**config.mk**
```make
export PLATFORM = sky130hd
export DESIGN_NAME = uart_frame_loader
export DESIGN_NICKNAME = d
export VERILOG_FILES = /design/src/rtl/uart_frame_loader.sv
export SDC_FILE = /design/constraint.sdc
export NUM_CORES = 1
export LEC_CHECK = 0
export ABC_AREA = 1
export CORE_UTILIZATION = 54
export CTS_CLUSTER_DIAMETER = 50
export DETAILED_ROUTE_END_ITERATION = 12
export PLACE_DENSITY = 0.9
export SKIP_LAST_GASP = 1
export SLEW_MARGIN = 20
export SYNTH_ARGS = -nofsm -noshare
export SYNTH_HDL_FRONTEND = slang
export SYNTH_SLANG_ARGS = --single-unit
```
**constraint.sdc**
```tcl
create_clock -name uart_sampling_clk -period 1.65 [get_ports uart_sampling_clk]
set_clock_uncertainty 0.05 [all_clocks]
set_input_delay 0.165 -clock uart_sampling_clk [delete_from_list [all_inputs] [get_ports uart_sampling_clk]]
set_output_delay 0.165 -clock uart_sampling_clk [all_outputs]
set_load 0.02 [all_outputs]
```
**src/rtl/uart_frame_loader.sv**
```systemverilog
// uart_frame_loader: frames a sync byte plus NUM_CELLS digit bytes into the puzzle store, then hands off to the solver.
// Define UART_CHECKSUM_EN to require a trailing XOR checksum byte after the last cell.
module uart_frame_loader #(
    parameter int         NUM_CELLS      = 81,
    parameter logic [7:0] SYNC_BYTE      = 8'hA5,
    parameter int         TIMEOUT_CYCLES = 4096,
    localparam int        ADDR_W         = $clog2(NUM_CELLS)
) (
    input  logic              uart_sampling_clk,
    input  logic              rst,
    input  logic              byte_ready,
    input  logic [7:0]        uart_byte,
    input  logic              puzzle_ack,
    output logic              cell_we,
    output logic [ADDR_W-1:0] cell_addr,
    output logic [3:0]        cell_data,
    output logic              puzzle_valid,
    output logic              rx_hold,
    output logic              frame_err,
    output logic [1:0]        err_code
);
    localparam int TW = (TIMEOUT_CYCLES > 1) ? $clog2(TIMEOUT_CYCLES) : 1;

`ifdef UART_CHECKSUM_EN
    typedef enum logic [2:0] {S_SYNC, S_LOAD, S_CHK, S_DONE, S_ERR} state_t;
`else
    typedef enum logic [2:0] {S_SYNC, S_LOAD, S_DONE, S_ERR} state_t;
`endif

    state_t            state_q, state_d;
    logic              byte_ready_q;
    logic [ADDR_W-1:0] cnt_q, cnt_d;
    logic [TW-1:0]     timer_q, timer_d;
    logic              cell_we_q, cell_we_d;
    logic [ADDR_W-1:0] cell_addr_q, cell_addr_d;
    logic [3:0]        cell_data_q, cell_data_d;
    logic              valid_q, valid_d;
    logic              hold_q, hold_d;
    logic              err_q, err_d;
    logic [1:0]        code_q, code_d;
    logic              ev, expired;
`ifdef UART_CHECKSUM_EN
    logic [7:0]        csum_q, csum_d;
`endif

    assign ev           = byte_ready & ~byte_ready_q;
    assign expired      = (TIMEOUT_CYCLES != 0) && (timer_q == TW'(TIMEOUT_CYCLES - 1));
    assign cell_we      = cell_we_q;
    assign cell_addr    = cell_addr_q;
    assign cell_data    = cell_data_q;
    assign puzzle_valid = valid_q;
    assign rx_hold      = hold_q;
    assign frame_err    = err_q;
    assign err_code     = code_q;

    always_ff @(posedge uart_sampling_clk or posedge rst) begin
        if (rst) begin
            state_q      <= S_SYNC;
            byte_ready_q <= 1'b0;
            cnt_q        <= '0;
            timer_q      <= '0;
            cell_we_q    <= 1'b0;
            cell_addr_q  <= '0;
            cell_data_q  <= '0;
            valid_q      <= 1'b0;
            hold_q       <= 1'b0;
            err_q        <= 1'b0;
            code_q       <= '0;
        end else begin
            state_q      <= state_d;
            byte_ready_q <= byte_ready;
            cnt_q        <= cnt_d;
            timer_q      <= timer_d;
            cell_we_q    <= cell_we_d;
            cell_addr_q  <= cell_addr_d;
            cell_data_q  <= cell_data_d;
            valid_q      <= valid_d;
            hold_q       <= hold_d;
            err_q        <= err_d;
            code_q       <= code_d;
        end
    end

`ifdef UART_CHECKSUM_EN
    always_ff @(posedge uart_sampling_clk or posedge rst) begin
        if (rst) csum_q <= '0;
        else     csum_q <= csum_d;
    end
`endif

    always_comb begin
        state_d     = state_q;
        cnt_d       = cnt_q;
        timer_d     = timer_q;
        cell_we_d   = 1'b0;
        cell_addr_d = cell_addr_q;
        cell_data_d = cell_data_q;
        valid_d     = valid_q;
        hold_d      = hold_q;
        err_d       = 1'b0;
        code_d      = code_q;
`ifdef UART_CHECKSUM_EN
        csum_d      = csum_q;
`endif
        case (state_q)
            S_SYNC: begin
                hold_d  = 1'b0;
                timer_d = '0;
                if (ev && uart_byte == SYNC_BYTE) begin
                    state_d = S_LOAD;
                    cnt_d   = '0;
`ifdef UART_CHECKSUM_EN
                    csum_d  = '0;
`endif
                end
            end
            S_LOAD: begin
                timer_d = timer_q + 1'b1;
                if (ev) begin
                    timer_d = '0;
                    if (uart_byte > 8'd9) begin
                        state_d = S_ERR;
                        err_d   = 1'b1;
                        code_d  = 2'd1;
                    end else begin
                        cell_we_d   = 1'b1;
                        cell_addr_d = cnt_q;
                        cell_data_d = uart_byte[3:0];
                        cnt_d       = cnt_q + 1'b1;
`ifdef UART_CHECKSUM_EN
                        csum_d      = csum_q ^ uart_byte;
                        if (cnt_q == ADDR_W'(NUM_CELLS - 1)) state_d = S_CHK;
`else
                        if (cnt_q == ADDR_W'(NUM_CELLS - 1)) begin
                            state_d = S_DONE;
                            valid_d = 1'b1;
                            hold_d  = 1'b1;
                        end
`endif
                    end
                end else if (expired) begin
                    state_d = S_ERR;
                    err_d   = 1'b1;
                    code_d  = 2'd2;
                end
            end
`ifdef UART_CHECKSUM_EN
            S_CHK: begin
                timer_d = timer_q + 1'b1;
                if (ev) begin
                    timer_d = '0;
                    state_d = (uart_byte == csum_q) ? S_DONE : S_ERR;
                    valid_d = (uart_byte == csum_q);
                    hold_d  = (uart_byte == csum_q);
                    err_d   = (uart_byte != csum_q);
                    code_d  = (uart_byte == csum_q) ? code_q : 2'd3;
                end else if (expired) begin
                    state_d = S_ERR;
                    err_d   = 1'b1;
                    code_d  = 2'd2;
                end
            end
`endif
            S_DONE: begin
                // Bytes arriving here are dropped; only the solver's ack releases the host.
                if (valid_q && puzzle_ack) begin
                    state_d = S_SYNC;
                    valid_d = 1'b0;
                    hold_d  = 1'b0;
                end
            end
            S_ERR: begin
                hold_d  = 1'b0;
                state_d = S_SYNC;
            end
            default: state_d = S_SYNC;
        endcase
    end
endmodule

```
* Yosys cells after proc, flatten, opt, wreduce, memory -nomap -nowiden
Cells that the tools add are included.
** Cells by class
- Magnitude comparators :: 1
- Muxes and demuxes :: 29
- Reduce and logical (&&, ||, !) cells :: 14
- Equal/unequal tests :: 14
- Bitwise logic cells :: 3
- $add $sub $neg :: 2
** Operators by type and width (count)
- 12-bit one-hot mux with 2 select lines :: 1
- 7-bit 2-to-1 mux :: 3
- 3-bit 2-to-1 mux :: 6
- 7-bit one-hot mux with 2 select lines :: 1
- 12-bit by 1-bit adder with 12-bit output, second input constant :: 1
- 12-bit == test, second input constant :: 1
- 12-bit 2-to-1 mux :: 1
- 1-bit 2-to-1 mux :: 11
- 2-bit != test, second input constant :: 5
- 5-bit AND reduction :: 2
- 3-bit one-hot mux with 3 select lines :: 1
- 8-bit == test, second input constant :: 1
- 8-bit by 4-bit > comparator with 1-bit output, second input constant :: 1
- 4-bit AND reduction :: 2
- 7-bit by 1-bit adder with 7-bit output, second input constant :: 1
- 7-bit == test, second input constant :: 1
- 3-bit by 2-bit == test with 1-bit output, second input constant :: 2
- 2-bit 2-to-1 mux :: 3
- 3-bit AND reduction :: 2
- 2-bit nonzero test :: 3
- 4-bit != test, second input constant :: 1
- 3-bit by 1-bit == test with 1-bit output, second input constant :: 1
- 3-bit zero test :: 1
- 3-bit != test, second input constant :: 1
- 8 further kinds :: 10
** Storage, ports and cells
- Bits in registers :: 40
- Bits of input ports :: 12
- Output and inout port bits :: 17
- Logic and storage cells :: 74

* Depth between registers and ports, before layout
Gate-level depths: netlist (run 1).
- Depth after elaboration :: 5
- Depth in mapped cells :: 10
- Gate-level depth less buffers :: 9

* Worst setup path before layout (run 1)
No wires, ideal clock.
- Kind :: register to register
- Start :: register timer_q[0]
- End :: register code_q[1], in the netlist err_code[1]
- Data required time :: 1.483 ns
- Stages on the path, launching flop included :: 9
- Path buffers :: 0
- Setup time :: 0.117 ns
- Data arrival time :: 1.160 ns
- Period minus slack after synthesis :: 1.327 ns
- Slack :: 0.323 ns
- Cells stage by stage :: dfrtp_1 > ha_1 > nand2_2 > nor2_4 > nand3_2 > nand2_2 > nand3_1 > nand2_1 > nand2_1
** Between the ends
- Word-level cells in the longest chain between the ends :: 3
** Ends and longest elaborated chain
- start: declaration :: line 33 : logic [TW-1:0] timer_q, timer_d;
- start signal: assignment :: line 73 : timer_q <= timer_d;
- 12-bit == test :: line 47 : assign expired = (TIMEOUT_CYCLES != 0) && (timer_q == TW'(TIMEOUT_CYCLES - 1));
- 2-bit nonzero test (no line)
- 3-bit AND reduction (no line)
- end signal: assignment :: line 80 : code_q <= code_d;
- end: declaration :: line 40 : logic [1:0] code_q, code_d;
Every way passes these cells.
A chain may end at the register's enable or synchronous reset.

* Worst setup path in the final report (run 1)
- Start :: register valid_q, in the netlist puzzle_valid
- End :: output puzzle_valid
** RTL lines
- start: declaration :: line 37 : logic valid_q, valid_d;
- start signal: assignment :: line 77 : valid_q <= valid_d;
- end: declaration :: line 17 : output logic puzzle_valid,
No word-level cell between the ends.

==> results by group, run 1 <==
Die
  • Die X: approximately 65 um
  • Core area: 3740 um^2
  • I/O pin count: 29
  • DIE AREA: between 4000 and 5000 um^2
  • # rows: 22
  • Initial Util: a little under 60%
  • Die height: approximately 65 um

Worst setup path
  • Worst R2R Path Depth: 8
  • Worst path cell trace: clkdlybuf4s50_1
  • Worst path required time: 1430 ps
  • Delay of the slowest cell on the worst path: roughly 630 ps
  • Worst R2R Start: timer_q[1]
  • Critical path peak fanout: 3
  • Nature of the critical path startpoint: flip-flop
  • CP Buf/Inv Count: 1
  • Critical path capture point type: output pin
  • CP max stage cell: clkdlybuf4s50_1
  • WS Path Type: reg2out
  • Reg-to-reg endpoint: err_code[1]
  • Cell family with most CP delay: buffers and inverters
  • Flop2flop setup slack: approximately 150 ps
  • Data arrival, critical path: around 1300 ps

Routing
  • Starting DRT DRC Count: 136
  • Initial DRT Pass Iterations: 5
  • Via-to-Cell Ratio: ~5.3
  • Routed Antenna Nets: 0
  • WL final: about 4600 um
  • Vias: 1,894
  • DRC viols: 0
  • WL/cell: between 10 and 15 um

Clocking
  • Clock transition at path regs: around 70 ps
  • Clock Latency Late Sink: ~290 ps
  • CTS Hold Buffers Added: 0
  • Clock Tree Root: clkbuf_8
  • Inserted Clock Buffers: 5
  • Clk buf depth: 2
  • CTS tree: done
  • H-tree depth: 2
  • Clock sinks: 39
  • Post CTS Setup Buffer Count: 0
  • PostCTS Resize Cnt: 0

Cells and area
  • Fin util: a little over two thirds
  • Ant diodes: 0
  • FF/Latch Area: ~980 um^2
  • Commonest non-fill, non-tap cell in the layout: nand2_1
  • Multi-input logic area: roughly 990 um^2
  • Area Growth Syn to Fin: 22.5%
  • Nets: between 300 and 400
  • # fillers: approximately 300
  • Layout cells sized above 1: 20.3%
  • Most frequent cells in the layout: nand2_1 (82), dfrtp_1 (38), clkdlybuf4s50_1 (28), inv_1 (27)

Power
  • Pleak: between 1 and 1.5 nW
  • Power per cell area: 1010 nW/um^2
  • Power Total: about 2.7 mW
  • Peak supply drop: approximately 0.77 mV

Place
  • Port Buffers: 28
  • Post-DP HPWL: between 3000 and 4000 um
  • Worst slack, placed: -7.25 ps
  • GPL Wtd Cong: between 0.9 and 1

STA
  • Setup TNS: 0 ps
  • Tightest Pin Transition: 338 ps
  • Fmax: between 600 and 700 MHz
  • Tcrit/Tclk final: around 92%
  • Final hold viol count: 0
  • RSZ-0062 raised after global routing: no
  • Slew HR: 77.4%
  • Final Critical Period: about 1500 ps
  • Final setup viols: 0
  • Slew Viols, Final: 0
  • Final worst slack: roughly 130 ps

Global route
  • Antenna violations before repair: 0
  • First-pass GRT wire length: between 7000 and 8000 um
  • GRT Util Overall: 24.6%
  • GRT overflow: 0
  • Largest net degree at the start of global routing: 40
  • Vias in the first global route: between 1.5k and 2k

Outcome
  • Outcome: finished, final reports clean

Yosys
  • Syn Std Cell Area: 2160 um^2
  • Syn Inst Count: 270
  • Sequential area share after synthesis: roughly 45%
  • Synth Net Count: 285
  • Netlist cell types: 27
  • Syn_area_per_cell: 8.00 um^2
  • Syn. warnings: 0
  • Yosys reg bits: 39

Run
  • Max Cap Violations: 0

Hold path
  • Hold Crit Class: in2async
## metal layers
metal	vias up	routed length (um)	track usage, %
met5	-	0	0
met4	0	67	10.3
met3	7	282	6.08
met2	71	2220	40.1
met1	873	2050	31.0
li1	943	-	-
## flip-flops by register name, indices dropped and copies added, names as in the netlist
name / flops
err_code: 2
cell_data: 4
cell_we: 1
cnt_q: 7
state_q: 2
puzzle_valid: 1
cell_addr: 7
frame_err: 1
rx_hold: 1
timer_q: 12
byte_ready_q: 1
## synthesized netlist by cell type
| cell type | n | area [um^2] |
|---|---|---|
| nor2_2 | 1 | 6.26 |
| nor2_4 | 2 | 22.5 |
| ha_1 | 3 | 37.5 |
| o21bai_1 | 2 | 15.0 |
| nor2_8 | 1 | 20.0 |
| a22o_1 | 1 | 8.76 |
| nand2_2 | 11 | 68.8 |
| nand4_1 | 8 | 50.1 |
| xnor2_1 | 1 | 8.76 |
| inv_2 | 8 | 30.0 |
| nor2_1 | 20 | 75.1 |
| nand3_2 | 2 | 20.0 |
| nand3_1 | 20 | 100 |
| dfrtp_1 | 39 | 976 |
| o21ai_0 | 10 | 50.1 |
| o22ai_1 | 1 | 6.26 |
| buf_2 | 1 | 5.00 |
| o21ai_1 | 2 | 10.0 |
| buf_6 | 4 | 45.0 |
| a21oi_1 | 2 | 10.0 |
| inv_1 | 27 | 101 |
| o31ai_1 | 1 | 7.51 |
| inv_6 | 1 | 8.76 |
| o21ai_2 | 17 | 149 |
| nor3_1 | 2 | 10.0 |
| nand2_4 | 1 | 11.3 |
| nand2_1 | 82 | 308 |
## how the worst max path moves through the flow
| stage | depth (start not counted) | startpoint | slack [ps] | to |
|---|---|---|---|---|
| finish | 1 | puzzle_valid | 130 | puzzle_valid |
| global route | 9 | timer_q[1] | 60 | err_code[1] |
| CTS | 8 | state_q[1] | 100 | cnt_q[6] |
| detailed placement | 9 | uart_byte[1] | -7 | cnt_q[6] |
| global placement | 9 | uart_byte[7] | 40 | cnt_q[1] |
| floorplan | 8 | timer_q[0] | 320 | err_code[1] |
## stage by stage
| step | std cells | hold WS (ps) | instance area (um^2) |
|---|---|---|---|
| floorplan | 270 | 146 | 2160 |
| global placement | 352 | 415 | 2560 |
| detailed placement | 352 | 419 | 2560 |
| CTS | 359 | 186 | 2650 |
| global route | 359 | 218 | 2650 |
| finish | 359 | 175 | 2650 |
## kinds of logic (layout without fill, tap and decap cells)
| kind of cell | count (synthesis) | count (layout) | share of synthesized area [%] |
|---|---|---|---|
| adder cells (fa/ha/maj) | 3 | 3 | 1.74 |
| AO/OA/AOI/OAI | 36 | 36 | 11.9 |
| buffers and inverters | 41 | 82 | 8.80 |
| AND/OR/NAND/NOR | 150 | 150 | 32.0 |
| XOR/XNOR | 1 | 1 | 0.405 |
| flip-flops | 39 | 39 | 45.2 |
## layout make-up
| class | instances | area share, % |
|---|---|---|
| tap | 48 | 2.27 |
| inverter | 36 | 5.29 |
| sequential | 39 | 36.9 |
| clock inverter | 1 | 0.189 |
| timing repair buffer | 39 | 14.7 |
| clock buffer | 6 | 3.12 |
| multi-input combinational | 190 | 37.6 |
## power by group
| group | switching [mW] | internal, mW | leakage, nW | total (mW) |
|---|---|---|---|---|
| Sequential | 0.114 | 1.06 | 0.531 | 1.17 |
| Clock | 0.313 | 0.327 | 0.0470 | 0.640 |
| Combinational | 0.504 | 0.362 | 0.689 | 0.865 |
| Total | 0.930 | 1.75 | 1.27 | 2.68 |
## worst min-delay path, cell delays in order
cell and delay [ps]:
clkdlybuf4s50_1 400, inv_1 90, buf_12 230
(Power assumes the default switching activity.)
==> inputs of run 2 (changes only) <==
--- a/config.mk
+++ b/config.mk
@@ -6,6 +6,7 @@
 export NUM_CORES = 1
 export LEC_CHECK = 0
 export ABC_AREA = 1
+export CAP_MARGIN = 20
 export CORE_UTILIZATION = 54
 export CTS_CLUSTER_DIAMETER = 50
 export DETAILED_ROUTE_END_ITERATION = 12
==> constraint.sdc (replaced) <==
create_clock -name uart_sampling_clk -period 1.65 [get_ports uart_sampling_clk]
set_clock_uncertainty 0.05 [all_clocks]
set_input_delay 0.165 -clock uart_sampling_clk [delete_from_list [all_inputs] [get_ports uart_sampling_clk]]
set_output_delay 0.165 -clock uart_sampling_clk [all_outputs]
set_load 0.01 [all_outputs]
==> results of run 2 <==
Same layout as run 1 (identical final DEF). Status: finished, final reports clean.
Main changes from that run: setup slack after layout 131 ps -> 155 ps; start point of the critical path puzzle_valid -> timer_q[1]; end point of the critical path puzzle_valid -> err_code[1]; total power 2.68 mW -> 2.64 mW; worst IR drop on VDD 0.769 mV -> 0.727 mV
==> variant 1: new RTL, flow settings as in run 2 <==
Re-encode `state_t` (4 states) as one-hot, 4 bits wide.
--- a/src/rtl/uart_frame_loader.sv
+++ b/src/rtl/uart_frame_loader.sv
@@ -24,7 +24,7 @@
 `ifdef UART_CHECKSUM_EN
     typedef enum logic [2:0] {S_SYNC, S_LOAD, S_CHK, S_DONE, S_ERR} state_t;
 `else
-    typedef enum logic [2:0] {S_SYNC, S_LOAD, S_DONE, S_ERR} state_t;
+    typedef enum logic [3:0] {S_SYNC = 4'b0001, S_LOAD = 4'b0010, S_DONE = 4'b0100, S_ERR = 4'b1000} state_t;
 `endif
 
     state_t            state_q, state_d;
Behaviour: no difference found for any inputs over 10 cycles, from zero or initial values and one cycle with rst high; not proved beyond that.
==> variant 1 against run 2 <==
  * Routed wire length increased by 26%
  * Count of clock-buffer cells in the layout unchanged
  * Critical path depth unchanged
  * Highest routed layer unchanged
  * Power increased by 15%
  * Sequential cell count increased by 2
  * Area after synthesis increased by 2.7%
  * Final area increased by 5.6%
  * Via count increased by 9.7%
  * Maximum frequency decreased by 8.9%
  * Worst setup slack got worse by 0.15 ns
==> variant 1: results (changes against run 2) <==
* Result of the run: complete, no violations (unchanged)
- The sequential-to-total area share from yosys stat was 46.3% (was 45.2%).
- The number of sequential cells came to 41 (was 39).
* Multi-input logic portion of the cell area: 37.2% (was 37.6%)
- The slack of the worst reg-to-reg path came to 0.008 ns (was 0.15 ns).
- The area fraction in compound gates after synthesis came to 9.48% (was 11.9%).
- The internal power of the cells was 1.99 mW (was 1.75 mW).
- Largest fanout of any net on the critical path: 7 (was 5)
* Unique masters post-synth: 31 (was 27)
* Top cells by instance count after synthesis: sky130_fd_sc_hd__nand2_1 (89), sky130_fd_sc_hd__dfrtp_1 (40), sky130_fd_sc_hd__inv_1 (34) (was sky130_fd_sc_hd__nand2_1 (82), sky130_fd_sc_hd__dfrtp_1 (39), sky130_fd_sc_hd__inv_1 (27))
- Net total in the final layout: 337 (was 326)
- Quantity of gates resized following cts: 1 (was 0)
- Area after DPL: 2600 µm² (was 2560 µm²)
- Post-Syn Nets: 292 (was 285)
* Signal buf overhead: 14.1% (was 14.7%)
* Post-detailed-placement half-perimeter wirelength: 3590 µm (was 3420 µm)
- The routability congestion estimate came to 0.845 (was 0.951).
* Worst-case hold slack: 0.161 ns (was 0.175 ns)
- Endpoint of the worst setup timing path: cnt_q[2] (was err_code[1])
- Average vias per placed instance: 5.60 (was 5.28)
* Met1 Use GR: 30.7% (was 31.0%)
- Leading post-synthesis cells by cell area: sky130_fd_sc_hd__dfrtp_1 (45%), sky130_fd_sc_hd__nand2_1 (15%), sky130_fd_sc_hd__inv_1 (5.8%) (was sky130_fd_sc_hd__dfrtp_1 (45%), sky130_fd_sc_hd__nand2_1 (14%), sky130_fd_sc_hd__o21ai_2 (6.9%))
- Maximum resistive drop on vdd: 0.547 mV (was 0.727 mV)
- Combined area of the multi-input logic cells: 1040 µm² (was 995 µm²)
- Seq area share: 36.8% (was 36.9%)
* Non-filler cells in the finished layout: 371 (was 359)
* Global-route met3 utilization: 4.83% (was 6.08%)
- First-pass GRT wire length: 8340 µm (was 7890 µm)
* Proportion of layout cells with a drive suffix above 1: 18.0% (was 20.3%)
- The critical path's largest stage delay is 0.43 ns (was 0.40 ns).
- Final clock period utilization by the worst path: 99.5% (was 90.6%)
* Critical path origin: state_q[2] (was timer_q[1])
* Pre-CTS setup slack: -0.0807 ns (was -0.00725 ns)
* Xor/xnor cell area share of the yosys netlist: 1.18% (was 0.405%)
- Nonclk inv count: 40 (was 36)
- The slew of the pin with the lowest slew margin was 0.306 ns (was 0.338 ns).
* Routed Wire Length: 5800 µm (was 4610 µm)
- Combinational-cell power consumption: 1.03 mW (was 0.831 mW)
- Met2 capacity usage during global routing: 43.1% (was 40.1%)
[variant 1: cell count changes in the layout (fill, tap and decap cells not counted), moves of 4 or more]
| cell | change |
|---|---|
| sky130_fd_sc_hd__inv_2 | -4 |
| sky130_fd_sc_hd__o21ai_2 | -8 |
| sky130_fd_sc_hd__nor2_4 | +4 |
| sky130_fd_sc_hd__inv_1 | +7 |
| sky130_fd_sc_hd__nand2_1 | +6 |
| sky130_fd_sc_hd__nand2_2 | -7 |
[variant 1: per-layer routing]
| layer | share of wire [%] | up-vias | routed length [µm] |
|---|---|---|---|
| li1 | - | 972 | - |
| met2 | 51 | 93 | 2980 |
| met1 | 41 | 992 | 2350 |
| met3 | 5.3 | 21 | 307 |
| met5 | 0 | - | 0 |
| met4 | 2.7 | 0 | 159 |
[variant 1: cells by family (layout without fill, tap and decap cells)]
family | after synthesis | count (layout)
compound gates | 32 | 32
xor+xnor | 3 | 3
fa+ha+maj | 3 | 3
buf+inv | 43 | 89
flops | 41 | 41
simple gates | 155 | 155
==> variant 2: new RTL, settings of run 2 <==
Without the edit above. Build with the macro `UART_CHECKSUM_EN` defined.
--- a/src/rtl/uart_frame_loader.sv
+++ b/src/rtl/uart_frame_loader.sv
@@ -1,5 +1,7 @@
 // uart_frame_loader: frames a sync byte plus NUM_CELLS digit bytes into the puzzle store, then hands off to the solver.
 // Define UART_CHECKSUM_EN to require a trailing XOR checksum byte after the last cell.
+`define UART_CHECKSUM_EN
+
 module uart_frame_loader #(
     parameter int         NUM_CELLS      = 81,
     parameter logic [7:0] SYNC_BYTE      = 8'hA5,
Behaviour: same outputs for any inputs over 10 cycles, from zero or initial values and one cycle with rst high; that may be too few to reach the edited logic, so the function may still have changed.
==> variant 2 against run 2 <==
  * Critical endpoint is now timer_q[10]
  * Critical path depth rose by 1
  * Routed wire length is 37% higher
  * Final area is 25% higher
  * Area after synthesis is 18% higher
  * Sequential share of layout area down 0.44 points
  * Worst setup slack lost 0.12 ns
  * Sequential cell count increased by 9
Power is not compared: it rests on default switching activity, and its combinational part moved more than twofold at a synthesized area within 25%.
==> variant 2: results (changes against run 2) <==
- The number of buffers added by the clock tree synthesis step was 5 (unchanged).
- Yosys Warn Count: 0 (unchanged)
- First-pass GRT wire length: 10400 µm (was 7890 µm)
* Leading post-synthesis cells by cell area: sky130_fd_sc_hd__dfrtp_1 (47%), sky130_fd_sc_hd__nand2_1 (16%), sky130_fd_sc_hd__inv_1 (6.9%) (was sky130_fd_sc_hd__dfrtp_1 (45%), sky130_fd_sc_hd__nand2_1 (14%), sky130_fd_sc_hd__o21ai_2 (6.9%))
- Pin count of the biggest net entering global routing: 49 (was 40)
* Post-detailed-placement half-perimeter wirelength: 4360 µm (was 3420 µm)
- Top cells by instance count after synthesis: sky130_fd_sc_hd__nand2_1 (112), sky130_fd_sc_hd__dfrtp_1 (48), sky130_fd_sc_hd__inv_1 (47) (was sky130_fd_sc_hd__nand2_1 (82), sky130_fd_sc_hd__dfrtp_1 (39), sky130_fd_sc_hd__inv_1 (27))
- Result of the run: complete, no violations (unchanged)
- Clock-pin slew was measured on the worst setup and hold paths at 0.08 ns.
- The number of antenna violations at the first check in global routing is 0 (unchanged).
- The slew of the pin with the lowest slew margin came to 0.405 ns (was 0.338 ns).
- Slowest stage delay, CP: ~0.39 ns
* Latest clock arrival within the worst-skew pair: 0.30 ns
- GP Congestion: 0.885 (was 0.951)
* Yosys top cell area share: 46.9% (was 45.2%)
- I/O Buffers: 28 (unchanged)
* Longest Clk Path Bufs: 2 (unchanged)
- Share of async-settable or async-resettable flops after synthesis: 100% (unchanged)
- Across the VDD grid, the largest voltage drop is between 0.7 and 0.8 mV.
- The final net count was 419 (was 326).
- H-Tree Depth: 2 (unchanged)
- The biggest fanout along the worst timing path came to 4 (was 5).
- The sequential-to-total area share from yosys stat came to 46.9% (was 45.2%).
- The clock root buffer is sky130_fd_sc_hd__clkbuf_8 (unchanged).
- The filler cell count is 340 (was 299).
* Worst-path cell with the longest stage delay: sky130_fd_sc_hd__dfrtp_1 (unchanged)
* Worst EP arrival: 1.80 ns (was 1.62 ns)
- Initial DRT Pass Iterations: 6 (was 5)
- The analysis attributes to cell leakage a power of roughly 1.6 nW.
- Type of the worst min-delay path: in2async (unchanged)
- The number of global-route vias before repair was 2503 (was 1848).
* Depth of the worst register-to-register path: 9 (was 8)
- The total via count in the routed design came to 2576 (was 1894).
- The count of antenna diodes in the layout is 0 (unchanged).
- The fraction of layout instances using a drive strength above 1 was 16.4% (was 20.3%).
- Post-Syn Nets: 363 (was 285)
- The global-route usage over all layers is 26.0% (was 24.6%).
- The largest registers in the layout are timer_q: 12 flops, csum_q: 8 flops.
- The average detailed-routed wire length per instance was 13.9 µm (was 12.9 µm).
- Unique masters post-synth: 29 (was 27)
- Number of DRC markers after the initial detailed-route iteration: 178 (was 136)
## variant 2: changes by cell type in the layout (fill, tap and decap cells not counted), moves of 7 or more
cell	run 2	this run
sky130_fd_sc_hd__nand2_1	82	109
sky130_fd_sc_hd__dfrtp_1	38	46
sky130_fd_sc_hd__o21ai_1	2	28
sky130_fd_sc_hd__nand2_2	11	4
sky130_fd_sc_hd__o21ai_2	17	0
sky130_fd_sc_hd__nand3_1	20	28
sky130_fd_sc_hd__inv_1	27	45
sky130_fd_sc_hd__buf_4	9	25
## variant 2: worst paths after layout
path,start,to,slack [ns]
min reg2reg,rx_hold,rx_hold,0.43
max in group asynchronous,rst,state_q[1],1.15
min,rst,frame_err,0.16
max,timer_q[0],timer_q[10],0.03
max reg2reg,timer_q[0],timer_q[10],0.03
min in group uart_sampling_clk,byte_ready,byte_ready_q,0.29
## variant 2: final cells by class
type                            instances  area share, %
Multi-Input combinational cell        242           36.6
Clock buffer                            5           2.08
Timing Repair Buffer                   56           16.1
Tap cell                               52           1.97
Inverter                               51           5.80
Sequential cell                        48           36.5
Clock inverter                          1          0.910
## variant 2: what timing repair did
| item | 4_1_cts | 5_1_grt |
|---|---|---|
| setup endpoints to repair | 19 | 27 |
| gates cloned | 0 | 1 |
| buffers inserted | 1 | 6 |
| pin swaps | 1 | 7 |
| gates resized for setup | 1 | 23 |
## variant 2: critical path: cells and delay by family, from the launching register on
kind	cells	cell delay [ns]
flops	1	0.39
buf+inv	1	0.06
fa+ha+maj	1	0.21
simple gates	6	0.67
compound gates	1	0.18
## variant 2: per-layer routing
metal | up-vias | global-route usage (%) | share of wire [%]
met4 | 0 | 11.3 | 2.5
li1 | 1229 | - | -
met2 | 97 | 44.8 | 51
met5 | - | 0 | 0
met1 | 1233 | 31.1 | 40
met3 | 17 | 6.55 | 5.9
## variant 2: per-stage QoR
stage,cell area [µm²],std cells,worst slack (ns),setup TNS [ns]
6_report,3300,455,0.0346,0
5_1_grt,3300,455,-0.0687,-0.666
4_1_cts,3160,448,0.000365,0
3_5_place_dp,3050,441,-0.198,-4.71
3_3_place_gp,3050,441,-0.110,-2.58
2_1_floorplan,2560,348,0.0950,0
## variant 2: cells by family after synthesis
| family | Yosys count | share of synthesized area (%) |
|---|---|---|
| and+or+nand+nor | 188 | 31.7 |
| adders and majority gates | 3 | 1.47 |
| xor gates and xnor gates | 1 | 0.342 |
| DFF | 48 | 46.9 |
| AOI/OAI and AO/OA | 50 | 10.9 |
| buffers and inverters | 58 | 8.75 |
## variant 2: report_power, final
group          switching [mW]  leakage (nW)  internal (mW)
combinational            1.23         0.851          0.989
sequential              0.270         0.649           1.44
clock                   0.380        0.0501          0.435
total                    1.88          1.55           2.86
